**config.mk**
```make
export PLATFORM = sky130hd
export DESIGN_NAME = hamming_decoder
export DESIGN_NICKNAME = d
export VERILOG_FILES = /design/src/rtl/hamming_decoder.sv
export SDC_FILE = /design/constraint.sdc
export NUM_CORES = 1
export LEC_CHECK = 0
export BUFFER_PORTS_ARGS = -buffer_cell sky130_fd_sc_hd__buf_2
export CAP_MARGIN = 40
export CORE_UTILIZATION = 48
export CTS_BUF_LIST = sky130_fd_sc_hd__clkbuf_4
export DETAILED_ROUTE_END_ITERATION = 8
export PLACE_DENSITY_LB_ADDON = 0.2
export SYNTH_ARGS = -nofsm -noshare
export SYNTH_HDL_FRONTEND = slang
export SYNTH_SLANG_ARGS = --single-unit
```
**constraint.sdc**
```tcl
create_clock -name clk -period 2.2 [get_ports clk]
set_input_delay 0.22 -clock clk [delete_from_list [all_inputs] [get_ports clk]]
set_output_delay 0.22 -clock clk [all_outputs]
set_load 0.03 [all_outputs]
```
**src/rtl/hamming_decoder.sv**
```systemverilog
// Hamming(11,7) decoder with single-error correction, a two-stage
// valid/ready pipeline, and saturating counters for corrected and
// uncorrectable words.
// Parity bits sit at positions 1,2,4,8. Data bits 1..7 sit at positions
// 3,5,6,7,9,10,11. Parity is even.
module hamming_decoder #(
    parameter int DATA_WIDTH  = 7,
    parameter int CODE_WIDTH  = 11,
    parameter int COUNT_WIDTH = 16
) (
    input  logic                   clk,
    input  logic                   reset,
    input  logic                   in_valid,
    output logic                   in_ready,
    input  logic [CODE_WIDTH:1]    in_code,
    output logic                   out_valid,
    input  logic                   out_ready,
    output logic [DATA_WIDTH:1]    out_data,
    output logic [4:1]             out_syndrome,
    output logic                   out_corrected,
    output logic                   out_uncorrectable,
    input  logic                   cnt_clear,
    output logic [COUNT_WIDTH-1:0] corrected_count,
    output logic [COUNT_WIDTH-1:0] uncorrectable_count
);

    logic                  adv;
    logic                  consume;
    logic [4:1]            syn_in;
    logic                  s1_valid;
    logic [CODE_WIDTH:1]   s1_code;
    logic [4:1]            s1_syn;
    logic [CODE_WIDTH:1]   fixed_code;
    logic [DATA_WIDTH:1]   fix_data;
    logic                  fix_corr;
    logic                  fix_unc;

    // Both stages move together, so a stall freezes the whole pipe.
    assign adv      = !out_valid || out_ready;
    assign in_ready = adv;
    assign consume  = out_valid && out_ready;

    // Syndrome of the incoming word: XOR of the indices of all set bits.
    always_comb begin
        syn_in = '0;
        for (int n = 1; n <= CODE_WIDTH; n++) begin
            if (in_code[n]) begin
                syn_in = syn_in ^ 4'(n);
            end
        end
    end

    // Flip the bit the syndrome points at, then pull out the data positions.
    always_comb begin
        fixed_code = s1_code;
        for (int n = 1; n <= CODE_WIDTH; n++) begin
            if (s1_syn == 4'(n)) begin
                fixed_code[n] = ~s1_code[n];
            end
        end
        fix_data = {fixed_code[11], fixed_code[10], fixed_code[9],
                    fixed_code[7],  fixed_code[6],  fixed_code[5],
                    fixed_code[3]};
        fix_corr = (s1_syn != 4'd0) && (s1_syn <= 4'd11);
        fix_unc  = (s1_syn >= 4'd12);
    end

    // Stage 1: capture the received word and its syndrome.
    always_ff @(posedge clk) begin
        if (reset) begin
            s1_valid <= 1'b0;
            s1_code  <= '0;
            s1_syn   <= '0;
        end else if (adv) begin
            s1_valid <= in_valid && in_ready;
            s1_code  <= in_code;
            s1_syn   <= syn_in;
        end
    end

    // Stage 2: register the corrected data and the status flags.
    always_ff @(posedge clk) begin
        if (reset) begin
            out_valid         <= 1'b0;
            out_data          <= '0;
            out_syndrome      <= '0;
            out_corrected     <= 1'b0;
            out_uncorrectable <= 1'b0;
        end else if (adv) begin
            out_valid         <= s1_valid;
            out_data          <= fix_data;
            out_syndrome      <= s1_syn;
            out_corrected     <= fix_corr;
            out_uncorrectable <= fix_unc;
        end
    end

    // Saturating statistics counters; a clear beats a same-cycle increment.
    always_ff @(posedge clk) begin
        if (reset || cnt_clear) begin
            corrected_count     <= '0;
            uncorrectable_count <= '0;
        end else begin
            if (consume && out_corrected && (corrected_count != '1)) begin
                corrected_count <= corrected_count + COUNT_WIDTH'(1);
            end
            if (consume && out_uncorrectable && (uncorrectable_count != '1)) begin
                uncorrectable_count <= uncorrectable_count + COUNT_WIDTH'(1);
            end
        end
    end

endmodule

```
---- After elaboration in Yosys (flattened, before gate mapping) ----
Cells that the tools add are included.
word-level totals
  word-level logic and storage cells ...... 69
  bits in registers ....................... 62
operators by class
  muxes and demuxes ....................... 18
  reduce and logical (&&, ||, !) cells .... 11
  bitwise operators ....................... 17
  add/sub/neg operators ................... 2
  $lt $le $gt $ge ......................... 2
  eq/ne operators ......................... 9
operator list
  operator                 count
  $add A16 B1 Y16 const B  2
  $ne A16 B16 Y1 const B   2
  $mux W4                  4
  $eq A4 B3 Y1 const B     3
  $eq A4 B4 Y1 const B     3
  $mux W3                  4
  $not A2 Y2               5
  $mux W1                  8
  $logic_and A1 B1 Y1      7
  $not A1 Y1               7
  $not A3 Y3               2
  $eq A4 B2 Y1 const B     1
  $ge A4 B4 Y1 const B     1
  $le A4 B4 Y1 const B     1
  $mux W2                  2
  $reduce_bool A4 Y1       1
  $not A1 Y1 const A       3
  $logic_or A1 B1 Y1       2
  $logic_not A1 Y1         1

---- Depth between registers and ports, before layout ----
  word-level depth ........................ 18
  mapped depth ............................ 6
  mapped depth without buffers ............ 5

---- Least setup slack after synthesis ----
No wires, ideal clock.
  kind .................................... register -> register
  start ................................... register uncorrectable_count[4]
  end ..................................... register uncorrectable_count[13]
  clock period less this slack ............ 2002 ps
  required time ........................... 2130 ps
  path slack .............................. 198 ps
  arrival time ............................ 1932 ps
  cell stages (with the launch flop) ...... 5
  cell sequence ........................... dfxtp_1 > nand4_4 > or4_4 > or4_1 > a21oi_1
between the ends
  word-level cells in the longest chain between the ends .. 2
  elaborated cells between the ends (all ways) .. 3
  classes of those cells .................. 1 x add/sub; 1 x eq/ne; 1 x reduce/logical
ends and longest elaborated chain
  item                                                     line  text
  start: declaration                                       24    output logic [COUNT_WIDTH-1:0] uncorrectable_count
  start signal: assignment                                 108   uncorrectable_count <= uncorrectable_count + COUNT_WIDTH'(1);
  branches (longest 2 deep; another with $add A16 B1 Y16)  n/a
Parallel ways; which one is timed is not known.
A chain may end at the register's enable or synchronous reset.

---- Worst setup path after layout ----
Same ends and word-level chain as after synthesis.

==> flow_metrics.env <==
export IMPL_min_period_over_period_pct=85.9
export IMPL_die_w_um=78.4
export IMPL_ys_types=37
export IMPL_root_buffer="clkbuf_4"
export IMPL_cts_hold_buffers_added=0
export IMPL_critical_path_class="flip-flop to flip-flop"
export IMPL_post_place_ws_ns=0.342
export IMPL_synth_yosys_warnings=0
export IMPL_path_depth=4
export IMPL_async_flop_share_pct=0
export IMPL_die_y_um=78.4
export IMPL_min_period_ns=1.89
export IMPL_ctsResizeCount=0
export IMPL_worstPathRequired_ns=2.53
export IMPL_drv_cap=0
export IMPL_start_util_pct=50.3
export IMPL_overflow=0
export IMPL_seqPwrFrac_pct=53.1
export IMPL_final_max_slew_viol_count=0
export IMPL_grt_max_degree=37
export IMPL_cp_cell_sequence="nand4_4 > or4_4 > or4_1 > a21oi_1"
export IMPL_slew_headroom_pct=55.2
export IMPL_slowest_delay_ns=0.56
export IMPL_critical_path_arrival_ns=2.22
export IMPL_fin_setup_tns_ns=0
export IMPL_ff2ff_path_depth=4
export IMPL_rsz0062_at_grt="false"
export IMPL_nets=418
export IMPL_setup_ws_ns=0.310
export IMPL_critPathBufInv=0
export IMPL_worstSetupStartpointType="flip-flop"
export IMPL_yosysTopAreaCell="dfxtp_1"
export IMPL_avgViaCountPerCell=5.68
export IMPL_antenna_found_initial=0
export IMPL_clkTransAtPathRegs_ns=0.10
export IMPL_cts_setup_buffers=0
export IMPL_cts_buffers=9
export IMPL_setup_violations=0
export IMPL_skew_ns=0.0103
export IMPL_clockPowerShare_pct=35.4
export IMPL_cp_max_fo=8
export IMPL_postSynthNetCount=354
export IMPL_power_density_nw_per_um2=644
export IMPL_fill_cells=546
export IMPL_gp_congestion=0.811
export IMPL_synthTopCellsByArea="dfxtp_1, a21oi_1, nand2_1"
export IMPL_worst_path_max_delay_cell="or4_4"
export IMPL_rows=27
export IMPL_drt_wirelength_per_cell_um=13.8
export IMPL_drt_iter0_drc=190
export IMPL_vdd_drop_max_mv=0.396
export IMPL_cts_sinks=58
export IMPL_ys_seq_area_share_pct=41.4
export IMPL_wirelength_um=6570
export IMPL_netlist_area_leader_share_pct=41.4
export IMPL_cts_htree_levels=3
export IMPL_cts_tree="built"
export IMPL_critical_path_top_delay_family="simple AND/OR/NAND/NOR gates"
export IMPL_drtAntennaViolNets=0
export IMPL_power_leakage_nw=1.24
export IMPL_route_detailed_drc=0
export IMPL_synthCells=336
export IMPL_grt_pass1_vias=2313
export IMPL_syn2layout_area_growth_pct=18.3
export IMPL_ys_ff_latch=58
export IMPL_port_buffers=62
export IMPL_final_cell_mix="buf_2, dfxtp_1, nand2_1"
export IMPL_globalRouteTotalUtil_pct=22.2
export IMPL_n_antenna_cell=0
export IMPL_clock_latency_ns=0.40
export IMPL_max_freq_ghz=0.529
export IMPL_switching_share_pct=27.9
export IMPL_crit_path_end_kind="flip-flop"
export IMPL_num_vias=2711
export IMPL_cellInternalPower_mw=1.54
export IMPL_hp_class="primary input to flip-flop"
export IMPL_syn_area_per_cell_um2=8.34
export IMPL_final_hold_violation_count=0
export IMPL_clk_path_buf_depth=2
export IMPL_holdPathStages=3
export IMPL_worst_pin_slew_ns=0.666
export IMPL_core_area_um2=5570
export IMPL_drive_gt1_share_pct=23.7
export IMPL_firstDrtPassIters=4
export IMPL_synth_area_um2=2800
export IMPL_dp_hpwl_um=4590
export IMPL_status="finished, final reports clean"
export IMPL_ioPinCount=63
export IMPL_final_common_cell="buf_2"
export IMPL_dieArea_um2=6150
export IMPL_synth_ff_type="dfxtp_1"
export IMPL_p_comb_share_pct=11.5
export IMPL_synth_edf_count=0
export IMPL_grt_pass1_wl_um=10800
export IMPL_power_switching_uw=596
## cell type report
cell class	instances	area, µm²	area share, %
Timing Repair Buffer	70	370	11.2
Inverter	5	18.8	0.566
Sequential cell	58	1160	35.0
Multi-Input combinational cell	256	1540	46.5
Tap cell	72	90.1	2.72
Clock buffer	10	75.1	2.27
Clock inverter	6	57.6	1.74
## worst paths after layout
check                           slack (ns)                                 from                                    to
worst max-delay path                  0.31  uncorrectable_count[4]$_SDFFE_PP0P_  uncorrectable_count[13]$_SDFFE_PP0P_
worst min-delay path                  0.07                           in_code[5]               s1_code[5]$_SDFFE_PP0P_
worst max register to register        0.31  uncorrectable_count[4]$_SDFFE_PP0P_  uncorrectable_count[13]$_SDFFE_PP0P_
worst min register to register        0.45         out_syndrome[4]$_SDFFE_PP0P_          out_syndrome[4]$_SDFFE_PP0P_
## power by group through the flow
stage | combinational, mW | clock (mW) | sequential (mW)
2_1_floorplan | 0.137 | 0 | 1.19
3_3_place_gp | 0.245 | 0 | 1.16
3_5_place_dp | 0.248 | 0 | 1.16
4_1_cts | 0.249 | 0.771 | 1.13
5_1_grt | 0.269 | 0.829 | 1.14
6_report | 0.245 | 0.755 | 1.13
## cells in the mapped netlist (5+ instances only)
cell and instances:
nor2_1 18, a311oi_1 6, xnor2_1 15, nand3_1 18, a21oi_1 39, o21ai_0 13
nand4_1 6, nand2_1 41, or4_1 14, o31ai_1 14, dfxtp_1 58, clkbuf_1 14
or3_1 14, nor4_1 8, a211oi_1 7, nor3_1 6, nand2b_1 5
## sequential cells by signal, indices dropped and copies added (netlist names)
signal / cells
corrected_count: 16
uncorrectable_count: 16
out_data: 7
s1_code: 7
out_syndrome: 4
s1_syn: 4
out_corrected: 1
out_uncorrectable: 1
out_valid: 1
s1_valid: 1
## cell families (layout without fill, tap and decap cells)
| kind of cell | after synthesis | count (layout) | share of synthesized area [%] |
|---|---|---|---|
| multiplexers | 4 | 4 | 1.43 |
| buffers and inverters | 22 | 91 | 3.57 |
| AO/OA/AOI/OAI | 86 | 86 | 19.0 |
| adder cells (fa/ha/maj) | 2 | 2 | 0.893 |
| XOR/XNOR | 15 | 15 | 4.69 |
| flip-flops | 58 | 58 | 41.4 |
| AND/OR/NAND/NOR | 149 | 149 | 29.0 |
## worst min-delay path, cell delays in order
cell and delay (ns):
buf_2 0.11, nand2_1 0.05, a21oi_1 0.05
## stage by stage
step	total power, mW	utilization [%]	instances	area [µm²]	hold WS, ns
6_report	2.13	59.4	477	3310	0.0732
5_1_grt	2.24	59.4	477	3310	0.0589
4_1_cts	2.15	59.4	477	3310	0.0528
3_5_place_dp	1.41	57.1	461	3180	0.441
3_3_place_gp	1.40	57.1	461	3180	0.440
2_1_floorplan	1.33	-	336	2800	0.360
## routing by layer
| metal | vias up | global-route usage [%] | routed length, µm |
|---|---|---|---|
| li1 | 1391 | - | - |
| met1 | 1249 | 28.9 | 2980 |
| met2 | 65 | 35.3 | 3190 |
| met3 | 6 | 4.88 | 351 |
| met4 | 0 | 10.0 | 53 |
| met5 | - | 0 | 0 |
Note: power is estimated with default switching activity, not from simulation.
